--- src/rtl/packet_switch_n.sv ---
// Parametrised 1-to-NUM_PORTS byte-stream packet switch with per-port store-and-forward FIFOs.
// Packets are routed by DA match on byte 0; runts, unmatched and overflowing packets are dropped.
module packet_switch_n #(
  parameter int NUM_PORTS  = 4,
  parameter int DATA_W     = 8,
  parameter int FIFO_DEPTH = 64,
  parameter int ADDR_W     = 8
) (
  input  logic                          clk,
  input  logic                          reset,
  input  logic                          data_status,
  input  logic [DATA_W-1:0]             data,
  input  logic                          mem_en,
  input  logic                          mem_rd_wr,
  input  logic [ADDR_W-1:0]             mem_add,
  input  logic [DATA_W-1:0]             mem_data,
  output logic [DATA_W-1:0]             mem_rdata,
  output logic [NUM_PORTS*DATA_W-1:0]   port_data,
  output logic [NUM_PORTS-1:0]          ready,
  input  logic [NUM_PORTS-1:0]          read
);

  localparam int AW  = $clog2(FIFO_DEPTH);
  localparam int PW  = AW + 1;
  localparam int PIW = (NUM_PORTS > 1) ? $clog2(NUM_PORTS) : 1;

  typedef enum logic [1:0] {IDLE, FWD, DROP, DROP_SILENT} state_e;

  state_e              state_q;
  logic [PIW-1:0]      port_q;
  logic [1:0]          cnt_q;
  logic [DATA_W-1:0]   da_q   [NUM_PORTS];
  logic [DATA_W-1:0]   acc_q  [NUM_PORTS];
  logic [DATA_W-1:0]   drop_q;
  logic [DATA_W-1:0]   mem_rdata_q;
  logic [PW-1:0]       wr_ptr_q     [NUM_PORTS];
  logic [PW-1:0]       commit_ptr_q [NUM_PORTS];
  logic [PW-1:0]       rd_ptr       [NUM_PORTS];

  logic [NUM_PORTS-1:0] full;
  logic [NUM_PORTS-1:0] wr_en;
  logic [NUM_PORTS-1:0] commit_en;
  logic                 match_found;
  logic [PIW-1:0]       match_idx;
  logic                 drop_inc;
  logic [DATA_W-1:0]    rd_val;

  // Descending scan so the lowest matching port index wins.
  always_comb begin
    match_found = 1'b0;
    match_idx   = '0;
    for (int i = NUM_PORTS - 1; i >= 0; i--) begin
      if (data == da_q[i]) begin
        match_found = 1'b1;
        match_idx   = PIW'(i);
      end
    end
  end

  always_comb begin
    drop_inc = 1'b0;
    case (state_q)
      IDLE:    drop_inc = data_status && (!match_found || full[match_idx]);
      FWD:     drop_inc = data_status ? full[port_q] : (cnt_q != 2'd3);
      default: drop_inc = 1'b0;
    endcase
  end

  always_comb begin
    rd_val = '0;
    for (int i = 0; i < NUM_PORTS; i++) begin
      if (mem_add == ADDR_W'(i))             rd_val = da_q[i];
      if (mem_add == ADDR_W'(NUM_PORTS + i)) rd_val = acc_q[i];
    end
    if (mem_add == ADDR_W'(2 * NUM_PORTS)) rd_val = drop_q;
  end

  always_ff @(posedge clk) begin
    if (reset) begin
      mem_rdata_q <= '0;
      for (int i = 0; i < NUM_PORTS; i++) da_q[i] <= '0;
    end else if (mem_en) begin
      if (mem_rd_wr) begin
        for (int i = 0; i < NUM_PORTS; i++) begin
          if (mem_add == ADDR_W'(i)) da_q[i] <= mem_data;
        end
      end else begin
        mem_rdata_q <= rd_val;
      end
    end
  end

  assign mem_rdata = mem_rdata_q;

  // Ingress FSM; a reset that lands mid-packet parks the tail in DROP_SILENT.
  always_ff @(posedge clk) begin
    if (reset) begin
      state_q <= data_status ? DROP_SILENT : IDLE;
      port_q  <= '0;
      cnt_q   <= '0;
      drop_q  <= '0;
      for (int i = 0; i < NUM_PORTS; i++) begin
        wr_ptr_q[i]     <= '0;
        commit_ptr_q[i] <= '0;
        acc_q[i]        <= '0;
      end
    end else begin
      if (drop_inc && (drop_q != {DATA_W{1'b1}})) drop_q <= drop_q + 1'b1;
      for (int i = 0; i < NUM_PORTS; i++) begin
        if (wr_en[i]) wr_ptr_q[i] <= wr_ptr_q[i] + 1'b1;
        if (commit_en[i]) begin
          commit_ptr_q[i] <= wr_ptr_q[i];
          acc_q[i]        <= acc_q[i] + 1'b1;
        end
      end
      if ((state_q == FWD) && drop_inc) wr_ptr_q[port_q] <= commit_ptr_q[port_q];
      case (state_q)
        IDLE: begin
          if (data_status) begin
            if (drop_inc) begin
              state_q <= DROP;
            end else begin
              state_q <= FWD;
              port_q  <= match_idx;
              cnt_q   <= 2'd1;
            end
          end
        end
        FWD: begin
          if (drop_inc)               state_q <= data_status ? DROP : IDLE;
          else if (!data_status)      state_q <= IDLE;
          else if (cnt_q != 2'd3)     cnt_q   <= cnt_q + 2'd1;
        end
        default: begin
          if (!data_status) state_q <= IDLE;
        end
      endcase
    end
  end

  for (genvar gi = 0; gi < NUM_PORTS; gi++) begin : g_port
    logic [DATA_W-1:0] fifo_mem [FIFO_DEPTH];
    logic [DATA_W-1:0] pdata_q;
    logic [PW-1:0]     rd_ptr_q;
    logic              ready_q;
    logic              pop;
    logic [PW-1:0]     commit_nx;
    logic [PW-1:0]     rd_nx;

    assign full[gi]      = (wr_ptr_q[gi] - rd_ptr_q) == PW'(FIFO_DEPTH);
    assign wr_en[gi]     = data_status && !full[gi] &&
                           (((state_q == IDLE) && match_found && (match_idx == PIW'(gi))) ||
                            ((state_q == FWD) && (port_q == PIW'(gi))));
    assign commit_en[gi] = !data_status && (state_q == FWD) && (port_q == PIW'(gi)) &&
                           (cnt_q == 2'd3);
    assign pop           = read[gi] && ready_q;
    // ready tracks next-state pointers so it never lags a pop of the last byte.
    assign commit_nx     = commit_en[gi] ? wr_ptr_q[gi] : commit_ptr_q[gi];
    assign rd_nx         = rd_ptr_q + PW'(pop);

    always_ff @(posedge clk) begin
      if (wr_en[gi]) fifo_mem[wr_ptr_q[gi][AW-1:0]] <= data;
    end

    always_ff @(posedge clk) begin
      if (reset) begin
        rd_ptr_q <= '0;
        pdata_q  <= '0;
        ready_q  <= 1'b0;
      end else begin
        if (pop) begin
          pdata_q  <= fifo_mem[rd_ptr_q[AW-1:0]];
          rd_ptr_q <= rd_ptr_q + 1'b1;
        end
        ready_q <= (commit_nx != rd_nx);
      end
    end

    assign rd_ptr[gi]                        = rd_ptr_q;
    assign ready[gi]                         = ready_q;
    assign port_data[gi*DATA_W +: DATA_W]    = pdata_q;
  end

endmodule

--- config.mk ---
export PLATFORM = sky130hd
export DESIGN_NAME = packet_switch_n
export DESIGN_NICKNAME = d
export VERILOG_FILES = /design/src/rtl/packet_switch_n.sv
export SDC_FILE = /design/constraint.sdc
export NUM_CORES = 2
export LEC_CHECK = 0
export BUFFER_PORTS_ARGS = -buffer_cell sky130_fd_sc_hd__buf_2
export CAP_MARGIN = 20
export CORE_UTILIZATION = 62
export DETAILED_ROUTE_END_ITERATION = 10
export PLACE_DENSITY = 0.82
export SETUP_SLACK_MARGIN = 0.5
export SKIP_CTS_REPAIR_TIMING = 1
export SLEW_MARGIN = 5
export SYNTH_ARGS = -nofsm -noshare
export SYNTH_HDL_FRONTEND = slang
export SYNTH_SLANG_ARGS = --single-unit
export TNS_END_PERCENT = 30
--- constraint.sdc ---
create_clock -name clk -period 10.4 [get_ports clk]
set_input_delay 0.52 -clock clk [delete_from_list [all_inputs] [get_ports clk]]
set_output_delay 0.52 -clock clk [all_outputs]
set_load 0.05 [all_outputs]
# Word-level counts from Yosys, hierarchy flattened
# Memory sizes are Yosys's and may differ from the RTL's. A register that Yosys moved wholly into a read port is not among the register bits.
# Index checks and enable logic that the tools add are counted.
# W data, S select, Z words.
dict set report word_totals {
  ff_bits 54
  latchBits 0
  mem_bits_rw 2168
  mem_bits_ro 0
  inputBits 33
  out_inout_bits 44
  elab_cells 267
  mem_count 8
}
# memory depth width rd rd_ports_with_merged_regs write_ports line_no
set memory_table {}
lappend memory_table {{g_port[0].fifo_mem} 64 8 1 1 1 142} ;# logic [DATA_W-1:0] fifo_mem [FIFO_DEPTH];
lappend memory_table {{g_port[1].fifo_mem} 64 8 1 1 1 142}
lappend memory_table {{g_port[2].fifo_mem} 64 8 1 1 1 142}
lappend memory_table {{g_port[3].fifo_mem} 64 8 1 1 1 142}
lappend memory_table {acc_q 4 8 4 0 4 33} ;# logic [DATA_W-1:0] acc_q [NUM_PORTS];
lappend memory_table {da_q 4 8 4 0 4 32} ;# logic [DATA_W-1:0] da_q [NUM_PORTS];
lappend memory_table {{2 more memories} - - - - - -}
dict set report op_classes {
  n_addsub 22
  n_mul 0
  div_mod_pow 0
  n_lt_le_gt_ge 2
  n_eq_ne 36
  shift 0
  mux 115
  bitwise_logic 18
  n_reduce_logical 53
}
# op count
set ops {}
lappend ops {{$mux W8} 17}
lappend ops {{$mux W7} 13}
lappend ops {{$mux W1} 61}
lappend ops {{$add A7 B1 Y7 const B} 8}
lappend ops {{$add A8 B1 Y8 const B} 5}
lappend ops {{$mux W2} 19}
lappend ops {{$logic_and A1 B1 Y1} 33}
lappend ops {{$eq A8 B3 Y1 const B} 4}
lappend ops {{$eq A8 B8 Y1} 4}
lappend ops {{$add A7 B1 Y7} 4}
lappend ops {{$eq A7 B7 Y1 const B} 4}
lappend ops {{$ne A7 B7 Y1} 4}
lappend ops {{$sub A7 B7 Y7} 4}
lappend ops {{$eq A8 B2 Y1 const B} 2}
lappend ops {{$or A1 B1 Y1} 16}
lappend ops {{$eq A2 B2 Y1 const B} 5}
lappend ops {{$ne A2 B2 Y1 const B} 5}
lappend ops {{$eq A8 B1 Y1 const B} 1}
lappend ops {{$eq A8 B4 Y1 const B} 1}
lappend ops {{$logic_not A8 Y1} 1}
lappend ops {{$ne A8 B8 Y1 const B} 1}
lappend ops {{$pmux W2 S2} 2}
lappend ops {{$reduce_or A7 Y1} 1}
lappend ops {{$eq A2 B1 Y1 const B} 3}
lappend ops {{14 further kinds} 28}

# Logic depth before layout (Yosys ltp)
dict set report depth {
  depth_word 16
  ltp_mapped 14
  ltp_nobuf 11
}

# Worst setup path after synthesis
# Ideal clock, no wire load.
dict set report synth_path {
  path_kind {reg2reg}
  startpoint {reg g_port[2].rd_ptr_q[2]}
  endpoint {mem g_port[2].fifo_mem[47][0], enable pin}
  setup_ns 0.370
  arrival_time_ns 3.553
  path_slack_ns 6.477
  stages_incl_launch_ff 14
  n_path_buf 3
  synth_period_minus_slack_ns 3.923
  cell_sequence {dfxtp_1 > clkbuf_1 > clkbuf_1 > inv_1 > ha_1 > nor2b_1 > a221oi_1 > mux2i_1 > nand4_1 > o211ai_1 > or2_2 > or3b_2 > clkbuf_1 > nor2_1}
}
dict set report synth_between {
  elab_chain_cells 7
}
# element line_no
set synth_lines {}
lappend synth_lines {{from (decl)} 144} ;# logic [PW-1:0] rd_ptr_q;
lappend synth_lines {{from (signal assigned)} 173} ;# rd_ptr_q <= rd_ptr_q + 1'b1;
lappend synth_lines {{$sub A7 B7 Y7} 150} ;# assign full[gi] = (wr_ptr_q[gi] - rd_ptr_q) == PW'(FIFO_DEPTH);
lappend synth_lines {{$eq A7 B7 Y1} 150}
lappend synth_lines {{$logic_not A1 Y1} 151} ;# assign wr_en[gi] = data_status && !full[gi] &&
lappend synth_lines {{$logic_and A1 B1 Y1 (2 in a row)} 151}
lappend synth_lines {{$mux W1} 162} ;# if (wr_en[gi]) fifo_mem[wr_ptr_q[gi][AW-1:0]] <= data;
lappend synth_lines {{$mux W1 (implied by the code)} 162}
lappend synth_lines {{to (decl)} 142}
# No other way between the ends.

# Worst setup path after layout
dict set report layout_path {
  startpoint {reg g_port[0].rd_ptr_q[2]}
  endpoint {mem g_port[0].fifo_mem[24][4], enable pin}
}
dict set report layout_between {
  elab_chain_cells 7
}
# element line_no
set layout_lines {}
lappend layout_lines {{from (decl)} 144}
lappend layout_lines {{from (signal assigned)} 173}
lappend layout_lines {{$sub A7 B7 Y7} 150}
lappend layout_lines {{$eq A7 B7 Y1} 150}
lappend layout_lines {{$logic_not A1 Y1} 151}
lappend layout_lines {{$logic_and A1 B1 Y1 (2 in a row)} 151}
lappend layout_lines {{$mux W1} 162}
lappend layout_lines {{$mux W1 (implied by the code)} 162}
lappend layout_lines {{to (decl)} 142}
# No other way between the ends.

==> impl_summary.txt <==
----------------------------------------------------
[Outcome]
  Run status ... completed

[Clocking]
  Clk sinks ... about 2300
  Inserted Clock Buffers ... around 210
  TritonCTS clock tree ... yes
  Root Buffer Master ... clkbuf_16
  Max H-tree Level ... 4
  Clock latency reported for the late side of the worst-skew pair ... ~0.86 ns
  Number of buffers on the longest clock path ... 3
  Clock-pin slew reported for the worst setup and hold paths after clock tree synthesis ... approximately 0.060 ns

[Global route]
  Global-route wire length before repair ... 322000 µm
  Largest net degree at the start of global routing ... about 180
  Vias in the first global route ... 46700
  Final global-route overflow total ... 0
  Global router's overall resource usage ... between 30% and 40%
  Initial antenna violation count ... 7

[Layout]
  Core utilization of the finished layout ... slightly below 70%
  Layout cell share with drive strength beyond 1 ... roughly a quarter
  Area used by multi-input combinational logic ... about 0.023 mm²
  Synth-to-layout area growth ... 10.5%
  Layout net count ... around 4600
  Storage element area ... roughly 0.067 mm²
  Most common library cell in the layout ignoring fill and taps ... edfxtp_1
  Commonest cells after routing, fill and taps aside ... edfxtp_1 (2170), mux4_2 (679), nor2_1 (378), clkbuf_16 (209), nand2_1 (144)
  Count of fill cells added during filler insertion ... 8145
  Area of all placed cells without fillers ... between 0.1 and 0.15 mm²

[Yosys]
  Top-area cell type share of the netlist area ... between 70% and 80%
  Area contributors post-synth ... edfxtp_1 (72%), mux4_2 (17%), dfxtp_1 (1.9%), nor2_1 (1.6%), xnor2_1 (0.93%)
  Library cell with the largest summed area after synthesis ... edfxtp_1
  Synth Area per Inst ... slightly above 20 µm²
  Combined area of all synthesized cells ... 0.0907 mm²
  Number of flops mapped to enable cells by yosys ... around 2200
  Number of nets in the synthesized netlist ... around 4600
  Share of async-settable or async-resettable flops after synthesis ... 0%
  Number of cells produced by synthesis ... roughly 4500
  Flip-flop and latch count after synthesis ... 2256
  Sequential fraction of the synthesis area ... 73.7%
  Number of distinct standard cells referenced by the synthesized netlist ... 64
  Post-synth top flop ... edfxtp_1
  Warnings, synthesis ... 0

[Route]
  Via count ... ~46000
  Detail-routed net length per standard cell ... approximately 33 µm
  Final routed wirelength across all metal layers ... around 220000 µm
  Iteration-0 DRC count of the detailed router ... 7491
  Number of iterations in the first detailed-routing pass ... 6
  Routed via count divided by cell count ... between 6 and 7
  Residual DRC ... 0
  Final ANT Viol Nets ... 0

[Job]
  Maximum Capacitance Violations ... 0

[Worst hold path]
  Type of the worst min-delay path ... in -> reg

[Critical path]
  WS Path Type ... reg -> reg
  CP Capture Type ... flip-flop
  Worst-path cell with the longest stage delay ... dfxtp_2
  Data required time of the critical path ... 10.88 ns
  Series of cell instances along the critical path ... inv_1 > ha_1 > a21oi_1 > nand2_1 > mux2i_1 > nand4b_1 > and3_1 > nor2b_1 > nand3_1 > nor2_1
  Crit-path max FO ... 39
  Critical path data arrival time ... 5.51 ns
  Category of the worst setup path launch point ... flip-flop
  Largest stage delay on the critical path ... about 1.1 ns
  Critical path buffer and inverter count ... 1
  Cell type group with the largest total delay on the critical path ... simple AND/OR/NAND/NOR gates

[STA]
  Normalized max-slew margin ... approximately 18%
  Actual slew at the worst max-slew pin ... between 1 and 1.5 ns
  Total of endpoints with negative setup slack in the final report ... 0
  Tmin final ... 5.04 ns
  Final sum of negative setup slack ... 0 ns
  Period utilisation layout ... 48.4%
  Clock skew after layout ... a little under 0.04 ns
  RSZ-0062 raised after global routing ... no
  Worst Setup Slack, final ... approximately 5.4 ns
  Final Slew Violations ... 0
  Maximum operating frequency ... a little under 200 MHz
  Final-report hold violation count ... 0

[Floorplan]
  Full die area ... between 0.1 and 0.15 mm²
  Die width ... between 300 and 400 µm
  Die span in y ... 384 µm
  Ports ... 77
  Number of standard-cell rows in the floorplan ... between 100 and 150
  Core Area ... between 0.1 and 0.15 mm²
  Initial Util ... roughly 63%

[Placed design]
  Placement Setup Slack ... 4.79 ns
  Total of buffers placed on input and output ports ... 76
  Placed cell area ... around 0.093 mm²
  Final RePlAce weighted congestion ... roughly 0.91
  Detailed Place HPWL ... ~120000 µm

[Power and ir drop]
  Leakage power summed over all cells ... around 31 nW
  Largest vdd supply drop ... around 0.15 mV
  P per Cell Area ... roughly 190 mW/mm²

----------------------------------------------------
metrics by stage:
| stage | total power [mW] | std cells | hold slack [ns] |
|---|---|---|---|
| 6_report | 19.0 | 6654 | 0.0110 |
| 5_1_grt | 19.4 | 6653 | 0.0160 |
| 4_1_cts | 19.1 | 6648 | -0.0336 |
| 3_5_place_dp | 11.2 | 6254 | 0.447 |
| 3_3_place_gp | 11.2 | 6254 | 0.445 |
| 2_1_floorplan | 10.8 | 4485 | 0.455 |
state kept, by name, summed over array words and instances, names as in the netlist, 8 cells and up, named ones only:
signal           flops
g_port.pdata_q      32
g_port.fifo_mem   2048
mem_rdata            8
g_port.rd_ptr_q     28
commit_ptr_q        28
drop_q               8
acc_q               32
wr_ptr_q            28
da_q                32
synth_stat cells (all sizes together), types with 21 or more instances:
cell type,count
xor2,49
and2,50
edfxtp,2170
a21oi,69
inv,58
nand2,144
mux4,679
dfxtp,86
mux2i,31
nor3,22
xnor2,96
and3,27
buf,90
nand3,61
clkbuf,159
nand4,21
nor2,378
ha,46
or3,23
per-layer routing:
metal  global-route usage [%]  vias up  routed length (µm)
met3                     5.66      525               24500
met2                     47.8     3476              106000
met4                     9.85        6                7440
li1                         -    18500                   -
met1                     43.6    23900               80300
met5                        0        -                  41
cell type report:
type                    instances  share of cell area (%)
flip-flops and latches       2256                    66.8
multi-input cells            1921                    22.6
clock buffers                 262                    5.51
well taps                    1903                    2.38
clock inverters               132                    1.62
repair buffers                120                   0.884
inverters                      59                   0.221
diodes                          1                 0.00250
where the power goes:
group / switching, mW / total (mW) / internal (mW)
sequential: 0.0963 / 10.1 / 9.99
clock: 3.47 / 7.99 / 4.52
combinational: 0.567 / 0.955 / 0.388
total: 4.13 / 19.0 / 14.9
kinds of logic (layout without fill, tap and decap cells):
logic type	count (synthesis)	in the layout	synth area share, %
flip-flops	2256	2256	73.7
AND/OR/NAND/NOR	812	812	4.14
multiplexers	718	718	17.3
buffers and inverters	308	573	1.30
AO/OA/AOI/OAI	200	200	1.48
XOR/XNOR	145	145	1.40
adder cells (fa/ha/maj)	46	46	0.635
other	0	1	0
worst paths after layout:
path,endpoint,start,slack [ns],depth (start not counted)
setup / recovery,g_port[0].fifo_mem[24][4],g_port[0].rd_ptr_q[2],5.36,10
setup reg to reg,g_port[0].fifo_mem[24][4],g_port[0].rd_ptr_q[2],5.36,10
hold / removal,da_q[3][4],mem_data[4],0.01,2
hold reg to reg,g_port[0].pdata_q[0],g_port[0].pdata_q[0],0.45,2
worst reg2reg max path, stage by stage, from the launching register on:
cell and delay [ns]:
dfxtp_2 1.09, inv_1 0.28, ha_1 0.42, a21oi_1 0.16
nand2_1 0.08, mux2i_1 0.12, nand4b_1 0.37, and3_1 0.50
nor2b_1 0.51, nand3_1 0.36, nor2_1 0.78
(Power assumes the default switching activity.)
